## src/rtl/fir_distb_pkg.sv

```systemverilog
// Shared constants for the DA FIR coefficient-table loader: FSM encoding,
// register map and the default coefficient set with its prebuilt 16-entry table.
package fir_distb_pkg;

   typedef enum logic [1:0] {
      ST_IDLE      = 2'd0,
      ST_BUILD     = 2'd1,
      ST_WAIT_SWAP = 2'd2
   } fsm_state_e;

   localparam logic [2:0] ADDR_COEF0 = 3'd0;
   localparam logic [2:0] ADDR_COEF1 = 3'd1;
   localparam logic [2:0] ADDR_COEF2 = 3'd2;
   localparam logic [2:0] ADDR_COEF3 = 3'd3;
   localparam logic [2:0] ADDR_CTRL  = 3'd4;

   localparam int DEF_COEF [4] = '{41, 132, 341, 510};

   // entry k = sum of DEF_COEF[i] for each set bit i of k
   localparam int DEF_TBL [16] = '{
        0,   41,  132,  173,
      341,  382,  473,  514,
      510,  551,  642,  683,
      851,  892,  983, 1024
   };

endpackage

```

## src/rtl/fir_distb_tbl_bank.sv

```systemverilog
// One 16-entry DA table bank: single write port, combinational read,
// asynchronous reset either to zeros or to the default table.
module fir_distb_tbl_bank
   import fir_distb_pkg::*;
#(
   parameter int TBL_WIDTH   = 12,
   parameter bit RST_DEFAULT = 1'b0
) (
   input  logic                 sys_clk,
   input  logic                 sys_rst,
   input  logic                 wr_en,
   input  logic [3:0]           wr_addr,
   input  logic [TBL_WIDTH-1:0] wr_data,
   input  logic [3:0]           rd_addr,
   output logic [TBL_WIDTH-1:0] rd_data
);

   logic [TBL_WIDTH-1:0] mem_q [16];
   logic [TBL_WIDTH-1:0] mem_d [16];

   always_comb begin
      mem_d = mem_q;
      if (wr_en) begin
         mem_d[wr_addr] = wr_data;
      end
   end

   always_ff @(posedge sys_clk or posedge sys_rst) begin
      if (sys_rst) begin
         for (int i = 0; i < 16; i++) begin
            mem_q[i] <= RST_DEFAULT ? TBL_WIDTH'(DEF_TBL[i]) : '0;
         end
      end else begin
         mem_q <= mem_d;
      end
   end

   assign rd_data = mem_q[rd_addr];

endmodule

```

## src/rtl/fir_distb_tbl_loader.sv

```systemverilog
// DA FIR coefficient-table loader: builds a saturated partial-sum table into the
// shadow bank and swaps it in at a frame boundary. Optional: FIR_DISTB_TBL_DEFAULT_EN.
//
// state        | meaning
// -------------+---------------------------------------------------------
// ST_IDLE      | waiting for start; staging regs writable
// ST_BUILD     | writing shadow entry cnt_q (0..15), one per cycle
// ST_WAIT_SWAP | shadow complete; swap banks on the next frame_pulse
module fir_distb_tbl_loader
   import fir_distb_pkg::*;
#(
   parameter int COEF_WIDTH = 12,
   parameter int TBL_WIDTH  = 12,
   parameter int NCOEF      = 4
) (
   input  logic                 sys_clk,
   input  logic                 sys_rst,
   input  logic                 icb_wr,
   input  logic [2:0]           icb_addr,
   input  logic [15:0]          icb_wdat,
   input  logic                 frame_pulse,
   input  logic [3:0]           tbl_rd_addr,
   output logic [TBL_WIDTH-1:0] tbl_rd_data,
   output logic                 busy,
   output logic                 tbl_valid,
   output logic                 sat_err
);

`ifdef FIR_DISTB_TBL_DEFAULT_EN
   localparam bit RST_DEFAULT = 1'b1;
`else
   localparam bit RST_DEFAULT = 1'b0;
`endif

   localparam int SUM_W = COEF_WIDTH + 2;
   localparam int CMP_W = ((SUM_W > TBL_WIDTH) ? SUM_W : TBL_WIDTH) + 1;
   localparam logic signed [CMP_W-1:0] TBL_MAX = CMP_W'((64'sd1 <<< (TBL_WIDTH - 1)) - 64'sd1);
   localparam logic signed [CMP_W-1:0] TBL_MIN = -TBL_MAX - CMP_W'(1);

   fsm_state_e state_q, state_d;
   logic [3:0] cnt_q, cnt_d;
   logic signed [COEF_WIDTH-1:0] stg_q [NCOEF];
   logic signed [COEF_WIDTH-1:0] stg_d [NCOEF];
   logic signed [COEF_WIDTH-1:0] work_q [NCOEF];
   logic signed [COEF_WIDTH-1:0] work_d [NCOEF];
   logic bank_sel_q, bank_sel_d;
   logic tbl_valid_q, tbl_valid_d;
   logic sat_err_q, sat_err_d;

   logic                        start_req;
   logic                        shadow_we;
   logic signed [SUM_W-1:0]     sum;
   logic signed [CMP_W-1:0]     sum_ext;
   logic [TBL_WIDTH-1:0]        entry;
   logic                        entry_sat;
   logic [TBL_WIDTH-1:0]        rd_data0, rd_data1;
   logic                        unused_wdat;

   assign unused_wdat = ^icb_wdat;
   assign start_req   = icb_wr && (icb_addr == ADDR_CTRL) && icb_wdat[0];

   always_comb begin
      sum = '0;
      for (int i = 0; i < NCOEF; i++) begin
         if (cnt_q[i]) begin
            sum = sum + SUM_W'(work_q[i]);
         end
      end
      sum_ext   = CMP_W'(sum);
      entry_sat = 1'b0;
      entry     = sum_ext[TBL_WIDTH-1:0];
      if (sum_ext > TBL_MAX) begin
         entry     = TBL_MAX[TBL_WIDTH-1:0];
         entry_sat = 1'b1;
      end else if (sum_ext < TBL_MIN) begin
         entry     = TBL_MIN[TBL_WIDTH-1:0];
         entry_sat = 1'b1;
      end
   end

   always_comb begin
      state_d     = state_q;
      cnt_d       = cnt_q;
      stg_d       = stg_q;
      work_d      = work_q;
      bank_sel_d  = bank_sel_q;
      tbl_valid_d = tbl_valid_q;
      sat_err_d   = sat_err_q;
      shadow_we   = 1'b0;

      if (icb_wr && !icb_addr[2]) begin
         stg_d[icb_addr[1:0]] = icb_wdat[COEF_WIDTH-1:0];
      end

      case (state_q)
         ST_IDLE: begin
            if (start_req) begin
               // snapshot uses stg_q, so a same-cycle coef write lands in the next build
               work_d    = stg_q;
               sat_err_d = 1'b0;
               cnt_d     = 4'd0;
               state_d   = ST_BUILD;
            end
         end
         ST_BUILD: begin
            shadow_we = 1'b1;
            if (entry_sat) begin
               sat_err_d = 1'b1;
            end
            cnt_d = cnt_q + 4'd1;
            if (cnt_q == 4'hF) begin
               state_d = ST_WAIT_SWAP;
            end
         end
         ST_WAIT_SWAP: begin
            if (frame_pulse) begin
               bank_sel_d  = ~bank_sel_q;
               tbl_valid_d = 1'b1;
               state_d     = ST_IDLE;
            end
         end
         default: state_d = ST_IDLE;
      endcase
   end

   always_ff @(posedge sys_clk or posedge sys_rst) begin
      if (sys_rst) begin
         state_q     <= ST_IDLE;
         cnt_q       <= 4'd0;
         bank_sel_q  <= 1'b0;
         tbl_valid_q <= RST_DEFAULT;
         sat_err_q   <= 1'b0;
         for (int i = 0; i < NCOEF; i++) begin
            stg_q[i]  <= COEF_WIDTH'(DEF_COEF[i]);
            work_q[i] <= COEF_WIDTH'(DEF_COEF[i]);
         end
      end else begin
         state_q     <= state_d;
         cnt_q       <= cnt_d;
         bank_sel_q  <= bank_sel_d;
         tbl_valid_q <= tbl_valid_d;
         sat_err_q   <= sat_err_d;
         stg_q       <= stg_d;
         work_q      <= work_d;
      end
   end

   // the shadow is always the bank not currently selected
   fir_distb_tbl_bank #(
      .TBL_WIDTH   (TBL_WIDTH),
      .RST_DEFAULT (RST_DEFAULT)
   ) u_bank0 (
      .sys_clk (sys_clk),
      .sys_rst (sys_rst),
      .wr_en   (shadow_we && bank_sel_q),
      .wr_addr (cnt_q),
      .wr_data (entry),
      .rd_addr (tbl_rd_addr),
      .rd_data (rd_data0)
   );

   fir_distb_tbl_bank #(
      .TBL_WIDTH   (TBL_WIDTH),
      .RST_DEFAULT (RST_DEFAULT)
   ) u_bank1 (
      .sys_clk (sys_clk),
      .sys_rst (sys_rst),
      .wr_en   (shadow_we && !bank_sel_q),
      .wr_addr (cnt_q),
      .wr_data (entry),
      .rd_addr (tbl_rd_addr),
      .rd_data (rd_data1)
   );

   assign tbl_rd_data = bank_sel_q ? rd_data1 : rd_data0;
   assign busy        = (state_q != ST_IDLE);
   assign tbl_valid   = tbl_valid_q;
   assign sat_err     = sat_err_q;

endmodule

```

## config.mk

```make
export PLATFORM = sky130hd
export DESIGN_NAME = fir_distb_tbl_loader
export DESIGN_NICKNAME = d
export VERILOG_FILES = /design/src/rtl/fir_distb_pkg.sv /design/src/rtl/fir_distb_tbl_bank.sv /design/src/rtl/fir_distb_tbl_loader.sv
export SDC_FILE = /design/constraint.sdc
export NUM_CORES = 1
export LEC_CHECK = 0
export CAP_MARGIN = 20
export CORE_MARGIN = 10
export CORE_UTILIZATION = 68
export CTS_CLUSTER_SIZE = 12
export DETAILED_ROUTE_END_ITERATION = 8
export PLACE_DENSITY = 0.86
export SKIP_CTS_REPAIR_TIMING = 1
export SYNTH_ARGS = -nofsm -noshare
export SYNTH_HDL_FRONTEND = slang
export SYNTH_SLANG_ARGS = --single-unit
export TNS_END_PERCENT = 30
```

## constraint.sdc

```tcl
create_clock -name sys_clk -period 40.6 [get_ports sys_clk]
set_input_delay 4.06 -clock sys_clk [delete_from_list [all_inputs] [get_ports sys_clk]]
set_output_delay 4.06 -clock sys_clk [all_outputs]
set_load 0.03 [all_outputs]
```

==> run metrics, run 1 <==
Core ar.=approximately 38000 um^2; Synth Cell Area=~26000 um^2; CTS tree=yes; HPWL Detailed=about 40000 um; total CTS buffers=approximately 50; sequential area share after synthesis=between 40% and 50%; Via Count=roughly 21000; power per cell area=a little over 90 nW/um^2; area leader, netlist=dfrtp_1; wire per inst=between 20 and 25 um; Post-Layout Inst Area=around 28000 um^2; ANT nets after route=0; placed instance count=~2800; Worst Path Arrival=roughly 7600 ps; element type at the critical path end=output port; Clock Path Buffers=3; status=completed; RR Startpoint=cnt_q[0]; peak supply drop=around 0.00011 V; max-cap violation count=0; dpl cell area=about 26000 um^2; share of layout cells above drive strength 1=roughly 17%; unrepaired setup endpoints after global routing=no; Worst Hold Class=flop to flop; Synth area leaders=dfrtp_1 44%, mux4_2 10%, mux2_2 5.0%; total nets after synthesis=2518; top-level I/O count=42; GRT Util Overall=around 28%; global-route wire length before repair=between 100000 and 150000 um; Critical Path RT=36540 ps; Clk pin slew, worst setup/hold paths=~60 ps; Post-Syn Area per Cell=10.6 um^2; worst-margin pin slew=between 1000 and 1500 ps; Final Cycle Share=about 29%; vias per std cell=slightly above 7; Final Non-Filler Cells=2910; Rel. slew slack=a little under a quarter; # setup viols final=0; fin worst setup slack=slightly below 30000 ps; total power=approximately 0.0026 W; Yosys top cell area share=43.8%; htree depth=2; clock skew=approximately 14 ps; Critical Path Start=tbl_rd_addr[0]; Buffers on Ports=37; EDFF count, synth=0; crit-path max cell delay=about 750 ps; Die Y=215 um; Layout area overhead=7.85%; final WL=about 67000 um; Hold Fails Final Rpt=0; HP Start=u_bank0.mem_q[5]; # clock sinks=roughly 500; library cells used by synthesis=between 70 and 80; most frequent CP cell=mux4_2; Final Max Tran Viols=0; n_diodes=0; crit-path max FO=60; gr ovfl total=0; kind of critical path=input pin to output port; slowest CP cell=buf_4; die footprint=roughly 46000 um^2; later-pin clock latency in the skew report=about 600 ps; largest net degree at the start of global routing=~190; crit start category=input pin; yosys warns=0; Residual DRC=0; prevailing post-synth register cell=dfrtp_1; DP Worst Slack=just under 30000 ps; worst-path cell chain=buf_6, buf_4, mux4_2, mux4_2, mux2_2, clkdlybuf4s50_1; Mapped Cells=about 2400; Root Buffer=clkbuf_16; Async SR Flop Fraction=100%; synthesis-stage register bit count=489; fin crit period=about 12000 ps; fmax=~86 MHz; initial antenna violation count=1; Initial Util=68.8%; Pleak=between 10 and 15 nW; Die W=215 um; Nets=between 2000 and 2500; GP Congestion=roughly 0.9; setup TNS=0 ps; DR iter-0 viols=about 2800; num rows=71; vias in the first global route=between 20000 and 25000; drt first pass iters=6
-- kinds of logic (layout without fill, tap and decap cells) --
logic type                 Yosys count  in the layout  share of synthesized area [%]
muxes                              242            242                           15.7
buffers and inverters              245            197                           4.33
AOI/OAI and AO/OA                  738            738                           18.7
xor gates and xnor gates            29             29                           1.10
DFF                                489            489                           47.4
and+or+nand+nor                    659            659                           10.5
adders and majority gates           45             45                           2.26
-- state kept, by name, indices dropped and copies added (netlist names) --
name / flops
u_bank1.mem_q: 192
state_q: 2
stg_q: 48
sat_err: 1
work_q: 48
u_bank0.mem_q: 192
tbl_valid: 1
bank_sel_q: 1
cnt_q: 4
-- placed cells by master (no fill, tap or decap), types with 5 or more instances in the layout --
master,Yosys,final
o22ai_1,28,28
o21ai_0,173,173
nor2b_1,6,6
nand2_1,339,339
a31oi_1,94,94
o31ai_1,163,163
clkinv_2,0,7
buf_4,13,39
nand2b_1,5,5
xor2_1,9,9
a311oi_1,11,11
nor2_1,182,180
clkbuf_1,136,16
clkbuf_16,0,52
mux2_2,115,115
a22oi_1,105,105
mux4_2,120,120
xnor2_1,18,18
o21a_1,5,5
a21oi_1,103,102
a211oi_1,5,5
o21ai_1,7,6
nand3_1,66,66
dfstp_2,36,36
a221oi_4,4,6
inv_1,26,25
dfrtp_1,453,453
and2_1,12,12
nor3_1,20,19
mux2i_1,7,6
o21bai_1,5,5
and3_1,10,10
clkdlybuf4s50_1,0,34
ha_1,41,41
a21o_1,11,11
clkbuf_8,0,12
-- path summary, 6_finish.rpt --
| path | slack (ps) | to | cells past startpoint |
|---|---|---|---|
| worst max register to register | 31360 | u_bank0.mem_q[28] | 27 |
| worst min register to register | 480 | u_bank0.mem_q[5] | 2 |
| worst max-delay path | 28970 | tbl_rd_data[7] | 6 |
| min in group asynchronous | 4100 | u_bank1.mem_q[180] | 2 |
| worst min-delay path | 480 | u_bank0.mem_q[5] | 2 |
| max in group asynchronous | 34870 | u_bank0.mem_q[69] | 3 |
-- where the power goes --
| group | internal [W] | switching, W | leakage, nW | total (W) |
|---|---|---|---|---|
| registers | 0.000674 | 0.000114 | 6.35 | 0.000787 |
| logic | 0.000402 | 0.000936 | 4.75 | 0.00134 |
| clock network | 0.000257 | 0.000194 | 0.789 | 0.000452 |
-- layer usage --
layer / vias to the layer above / share of wire [%] / track usage, %
met3: 175 / 9.4 / 5.21
met1: 10200 / 41 / 39.0
met4: 0 / 3.3 / 11.1
met5: - / 0 / 0
li1: 8928 / - / -
met2: 1198 / 47 / 43.8
-- per-stage QoR --
step | hold WS [ps] | util, %
final | 477 | 74.2
after global routing | 486 | 74.2
after CTS | 475 | 74.0
after detailed placement | 460 | 69.8
after global placement | 454 | 69.8
after floorplan | 443 | -
-- synthesized netlist by cell type, types with 12 or more instances --
cell type,n
a21oi_1,103
a22oi_1,105
a31oi_1,94
and2_1,12
buf_1,14
buf_2,39
buf_4,13
buf_6,14
clkbuf_1,136
dfrtp_1,453
dfstp_2,36
ha_1,41
inv_1,26
mux2_2,115
mux4_2,120
nand2_1,339
nand3_1,66
nor2_1,182
nor3_1,20
o21ai_0,173
o22ai_1,28
o31ai_1,163
xnor2_1,18
-- worst max-delay path, delay by kind of cell --
| family | cells | cell delay [ps] |
|---|---|---|
| buffers and inverters | 3 | 2010 |
| multiplexers | 3 | 1460 |
-- layout make-up --
cell class,count,area (um^2)
clock buffer,80,1530
clock inverter,10,68.8
fill,2473,9720
inverter,29,116
multi-input combinational,1713,12600
sequential,489,12300
tap,511,639
timing repair buffer,78,724
Power figures use the tool's default switching activity.
==> inputs of run 2 (changes only) <==
--- a/config.mk
+++ b/config.mk
@@ -7,10 +7,10 @@
 export LEC_CHECK = 0
 export CAP_MARGIN = 20
 export CORE_MARGIN = 10
-export CORE_UTILIZATION = 68
+export CORE_UTILIZATION = 57
 export CTS_CLUSTER_SIZE = 12
 export DETAILED_ROUTE_END_ITERATION = 8
-export PLACE_DENSITY = 0.86
+export PLACE_DENSITY = 0.77
 export SKIP_CTS_REPAIR_TIMING = 1
 export SYNTH_ARGS = -nofsm -noshare
 export SYNTH_HDL_FRONTEND = slang
==> constraint.sdc (replaced) <==
create_clock -name sys_clk -period 9.9 [get_ports sys_clk]
set_input_delay 0.99 -clock sys_clk [delete_from_list [all_inputs] [get_ports sys_clk]]
set_output_delay 0.99 -clock sys_clk [all_outputs]
set_load 0.03 [all_outputs]
==> run 2 against run 1 <==
  * Die area up 17%
  * Flip-flop and latch count did not move
  * Clock skew up 12 ps
==> run metrics, run 2 (synthesized netlist as in run 1, its figures left out) <==
status=completed; Worst Path Arrival=8530 ps (+960 ps); fin crit period=approximately 8000 ps; # setup viols final=0 (unchanged); Die Y=233 um (+8.4%); clock skew=26.0 ps (+11.8 ps); Final Cycle Share=between 80 and 90%; wire per inst=21.8 um (-4.6%); WP buf/inv=3 (unchanged); gr ovfl total=0 (unchanged); Rel. slew slack=24.9% (+1.8 points); max-cap violation count=0 (unchanged); R2R Setup Slk=1820 ps (-29540 ps); biggest regs=u_bank0.mem_q: 192 flops, u_bank1.mem_q: 192 flops; Filler cells=3486 (+41%); worst-margin pin slew=1130 ps (-26.4 ps); top-level I/O count=42 (unchanged); initial antenna violation count=0 (-1); crit-path max FO=41 (-32%); fin worst setup slack=1820 ps (-27150 ps); setup TNS=0 ps (unchanged); Hold Fails Final Rpt=0 (unchanged); largest net degree at the start of global routing=168 (-11%); unrepaired setup endpoints after global routing=no; share of layout cells above drive strength 1=17.1% (-0.36 points); hold path depth=2 (unchanged); HPWL Detailed=42200 um (+2.9%); Clock Path Buffers=3 (unchanged); Core ar.=45200 um^2 (+20%); fmax=about 120 MHz; Residual DRC=0 (unchanged); crit-path max cell delay=830 ps (+80 ps); CTS tree=yes; die footprint=54400 um^2 (+17%); Post-Layout Inst Area=28000 um^2 (+0.23%); Worst R2R Path Depth=27 (unchanged); total CTS buffers=50 (-2.0%); htree depth=2 (unchanged); slowest CP cell=xor3_4; Buffers on Ports=37 (unchanged); Root Buffer=clkbuf_16; final WL=65600 um (-1.6%); Layout area overhead=8.10%; ANT nets after route=0 (unchanged); placed instance count=2910 (+3.3%); Die W=233 um (+8.4%); kind of critical path=flop to flop; # clock sinks=489 (unchanged); GRT Util Overall=24.1% (-4.1 points); Nets=2435 (+0.082%); peak supply drop=0.000464 V (+310%); vias per std cell=6.63 (-5.9%); Critical Path RT=10350 ps (-26190 ps); dominant delay contributor by cell family on the critical path=compound AO/OA/AOI/OAI gates; Pleak=11.9 nW (-0.35%); WP depth=27 (+21); Final Max Tran Viols=0 (unchanged); Final Non-Filler Cells=3003 (+3.2%); leading cell types in the layout, fill and taps excluded=453 x dfrtp_1, 339 x nand2_1, 180 x nor2_1; Clk pin slew, worst setup/hold paths=60 ps (about the same); later-pin clock latency in the skew report=610 ps (about the same); vias in the first global route=19500 (-2.8%); DR iter-0 viols=2539 (-8.4%); element type at the critical path end=flop; dpl cell area=26500 um^2 (+0.64%); GP Congestion=0.906 (+0.21%); power per cell area=376 nW/um^2 (+310%); global-route wire length before repair=107000 um (-1.0%); drt first pass iters=5 (-1); commonest non-fill, non-tap cell in the layout=dfrtp_1; Via Count=19900 (-2.8%); n_diodes=0 (unchanged); crit start category=flop; num rows=78 (+9.9%); Initial Util=57.3% (-11 points); Worst Hold Class=flop to flop; DP Worst Slack=1920 ps (-27020 ps)
## run 2: changes by cell type in the layout (fill, tap and decap cells not counted), sizes merged
cell,change
clkbuf,+3
inv,-3
buf,+2
bufinv,+1
clkinvlp,+1
## run 2: layer usage
metal	up-vias	track usage, %	wire length, um
li1	8928	-	-
met1	9947	33.9	28000
met2	912	38.2	30800
met3	135	3.46	4910
met4	0	7.87	1790
met5	-	0	0
## run 2: worst min-delay path, stage by stage (launching register included)
cell	delay, ps
dfrtp_1	330
nand2_1	50
o31ai_1	50
## run 2: layout make-up
class | instances | area [um^2] | share of cell area, %
Multi-Input combinational cell | 1713 | 12600 | 44.9
Sequential cell | 489 | 12300 | 43.9
Clock buffer | 82 | 1420 | 5.08
Timing Repair Buffer | 81 | 762 | 2.72
Tap cell | 600 | 751 | 2.68
Inverter | 29 | 113 | 0.402
Clock inverter | 9 | 92.6 | 0.331
## run 2: through the flow
step / hold slack (ps) / power (W) / util (%)
3_5_place_dp: 451 / 0.00863 / 58.6
4_1_cts: 474 / 0.0104 / 61.9
3_3_place_gp: 454 / 0.00841 / 58.6
2_1_floorplan: 443 / 0.00745 / -
5_1_grt: 493 / 0.0112 / 62.0
6_report: 469 / 0.0105 / 62.0
## run 2: report_power, final
| part | switching [W] | total [W] | internal (W) |
|---|---|---|---|
| Combinational | 0.00382 | 0.00553 | 0.00172 |
| Clock | 0.000789 | 0.00179 | 0.00101 |
| Sequential | 0.000441 | 0.00320 | 0.00276 |
| Total | 0.00505 | 0.0105 | 0.00548 |
## run 2: final timing paths
path,start,to
min in group asynchronous,sys_rst,u_bank1.mem_q[156]
max,cnt_q[0],u_bank0.mem_q[54]
max in group asynchronous,sys_rst,u_bank0.mem_q[57]
min,u_bank0.mem_q[96],u_bank0.mem_q[96]
max reg2reg,cnt_q[0],u_bank0.mem_q[54]
min reg2reg,u_bank0.mem_q[96],u_bank0.mem_q[96]
==> inputs of run 3 (changes only) <==
--- a/config.mk
+++ b/config.mk
@@ -7,10 +7,10 @@
 export LEC_CHECK = 0
 export CAP_MARGIN = 20
 export CORE_MARGIN = 10
-export CORE_UTILIZATION = 57
+export CORE_UTILIZATION = 63
 export CTS_CLUSTER_SIZE = 12
 export DETAILED_ROUTE_END_ITERATION = 8
-export PLACE_DENSITY = 0.77
+export PLACE_DENSITY = 0.8
 export SKIP_CTS_REPAIR_TIMING = 1
 export SYNTH_ARGS = -nofsm -noshare
 export SYNTH_HDL_FRONTEND = slang
==> constraint.sdc (replaced) <==
create_clock -name sys_clk -period 7.49 [get_ports sys_clk]
set_input_delay 0.749 -clock sys_clk [delete_from_list [all_inputs] [get_ports sys_clk]]
set_output_delay 0.749 -clock sys_clk [all_outputs]
set_load 0.03 [all_outputs]
==> run 3 against run 2 <==
  * Global-route usage increased by 2.6 points
  * Largest power group unchanged
  * Clock power rose by 36%
  * Power rose by 42%
==> run metrics, run 3 (synthesized netlist as in run 1, its figures left out) <==
fmax=137 MHz (+11%); peak supply drop=0.000580 V (+25%); status=completed; Final Max Tran Viols=0 (unchanged); worst reg2reg endpoint=u_bank1.mem_q[125]; slowest CP cell=fa_2; crit start category=flop; global-route wire length before repair=109000 um (+2.7%); htree depth=2 (unchanged); Buffers on Ports=37 (unchanged); Root Buffer=clkbuf_16; # setup viols final=0 (unchanged); max-cap violation count=0 (unchanged); CTS tree=yes; Via Count=20500 (+2.7%); ANT nets after route=0 (unchanged); Nets=2458 (+0.94%); n_diodes=0 (unchanged); commonest non-fill, non-tap cell in the layout=dfrtp_1; Initial Util=63.6% (+6.3 points); clock skew=26.3 ps (+0.260 ps); Clk pin slew, worst setup/hold paths=60 ps (about the same); Final Util=69.8% (+7.8 points); total power=0.0149 W (+42%); share of layout cells above drive strength 1=18.8% (+1.7 points); placed instance count=2851 (-2.0%); Worst Hold Class=flop to flop; initial antenna violation count=0 (unchanged); most frequent CP cell=and3_1; die footprint=49600 um^2 (-8.7%); setup TNS=0 ps (unchanged); R2R Setup Slk=200 ps (-1620 ps); hold endpoint=u_bank0.mem_q[173]; total CTS buffers=51 (+2.0%); fin crit period=7290 ps (-790 ps); DR iter-0 viols=2808 (+11%); wire per inst=23.2 um (+6.1%); kind of critical path=flop to flop; HP Start=u_bank0.mem_q[173]; HPWL Detailed=42500 um (+0.59%); # clock sinks=489 (unchanged); crit-path max FO=16 (-61%); drt first pass iters=6 (+1); biggest regs=u_bank0.mem_q: 192 flops, u_bank1.mem_q: 192 flops; leading cell types in the layout, fill and taps excluded=453 x dfrtp_1, 339 x nand2_1, 178 x nor2_1; GP Congestion=0.906 (unchanged); vias per std cell=6.92 (+4.3%); largest net degree at the start of global routing=181 (+7.7%); element type at the critical path end=flop; Die Y=223 um (-4.5%); crit-path max cell delay=410 ps (-420 ps); top-level I/O count=42 (unchanged); dpl cell area=26600 um^2 (+0.36%); Die W=223 um (-4.5%); Post-Layout Inst Area=28400 um^2 (+1.5%); Worst Path Arrival=7720 ps (-810 ps); Layout area overhead=9.72%; GRT Util Overall=26.8% (+2.6 points); Rel. slew slack=24.1% (-0.81 points); Critical Path RT=7920 ps (-2430 ps); Hold Fails Final Rpt=0 (unchanged); Pleak=12.1 nW (+2.0%); later-pin clock latency in the skew report=610 ps (about the same); final WL=68500 um (+4.5%); num rows=74 (-5.1%); hold path depth=2 (unchanged); RR Startpoint=cnt_q[0]; Core ar.=40700 um^2 (-9.8%); vias in the first global route=20300 (+3.7%); worst-margin pin slew=1140 ps (+12.2 ps); Final Non-Filler Cells=2956 (-1.6%); gr ovfl total=0 (unchanged); power per cell area=525 nW/um^2 (+40%); Final Cycle Share=97.4% (+16 points); Residual DRC=0 (unchanged); Worst R2R Path Depth=29 (+7.4%); Clock Path Buffers=3 (unchanged)
run 3: changes by cell type in the layout (fill, tap and decap cells not counted), sizes merged:
cell | before | now
buf | 46 | 66
bufinv | 1 | 0
clkbuf | 83 | 81
clkinv | 10 | 11
clkinvlp | 1 | 2
inv | 26 | 27
xor3 | 1 | 2
run 3: area by class of cell:
type	instances	area (um^2)
multi-input cells	1714	12700
fillers	2832	12300
flip-flops and latches	489	12300
clock buffers	79	1510
repair buffers	102	1110
well taps	532	666
inverters	29	113
clock inverters	11	72.6
run 3: stage by stage:
stage | setup WS, ps | hold WS, ps
2_1_floorplan | 140 | 443
3_3_place_gp | 124 | 454
3_5_place_dp | -101 | 461
4_1_cts | -204 | 476
5_1_grt | -31.5 | 488
6_report | 198 | 473
run 3: how the worst max path moves through the flow:
stage	start	endpoint	cells after the start
6_report	cnt_q[0]	u_bank1.mem_q[125]	29
5_1_grt	cnt_q[0]	u_bank1.mem_q[8]	30
4_1_cts	cnt_q[0]	u_bank0.mem_q[84]	26
3_5_place_dp	cnt_q[0]	u_bank1.mem_q[96]	26
3_3_place_gp	cnt_q[0]	u_bank0.mem_q[96]	26
2_1_floorplan	sys_rst	bank_sel_q	1
run 3: where the power goes:
part	total [W]	switching, W	internal (W)
combinational	0.00824	0.00538	0.00285
clock	0.00244	0.00106	0.00138
sequential	0.00425	0.000601	0.00365
run 3: metal layers:
layer,global-route usage [%],vias up,part of all wire (%)
met5,0,-,0
met4,8.96,0,2.8
met3,4.50,141,9.1
met2,42.6,1115,47
met1,36.8,10200,41
li1,-,8971,-
run 3: worst max-delay path, delay by kind of cell (launching register included):
| kind | cells | cell delay, ps |
|---|---|---|
| buffers and inverters | 3 | 530 |
| xor gates and xnor gates | 2 | 300 |
| AOI/OAI and AO/OA | 10 | 2510 |
| adders and majority gates | 5 | 1640 |
| DFF | 1 | 400 |
| and+or+nand+nor | 7 | 1250 |
| muxes | 2 | 490 |
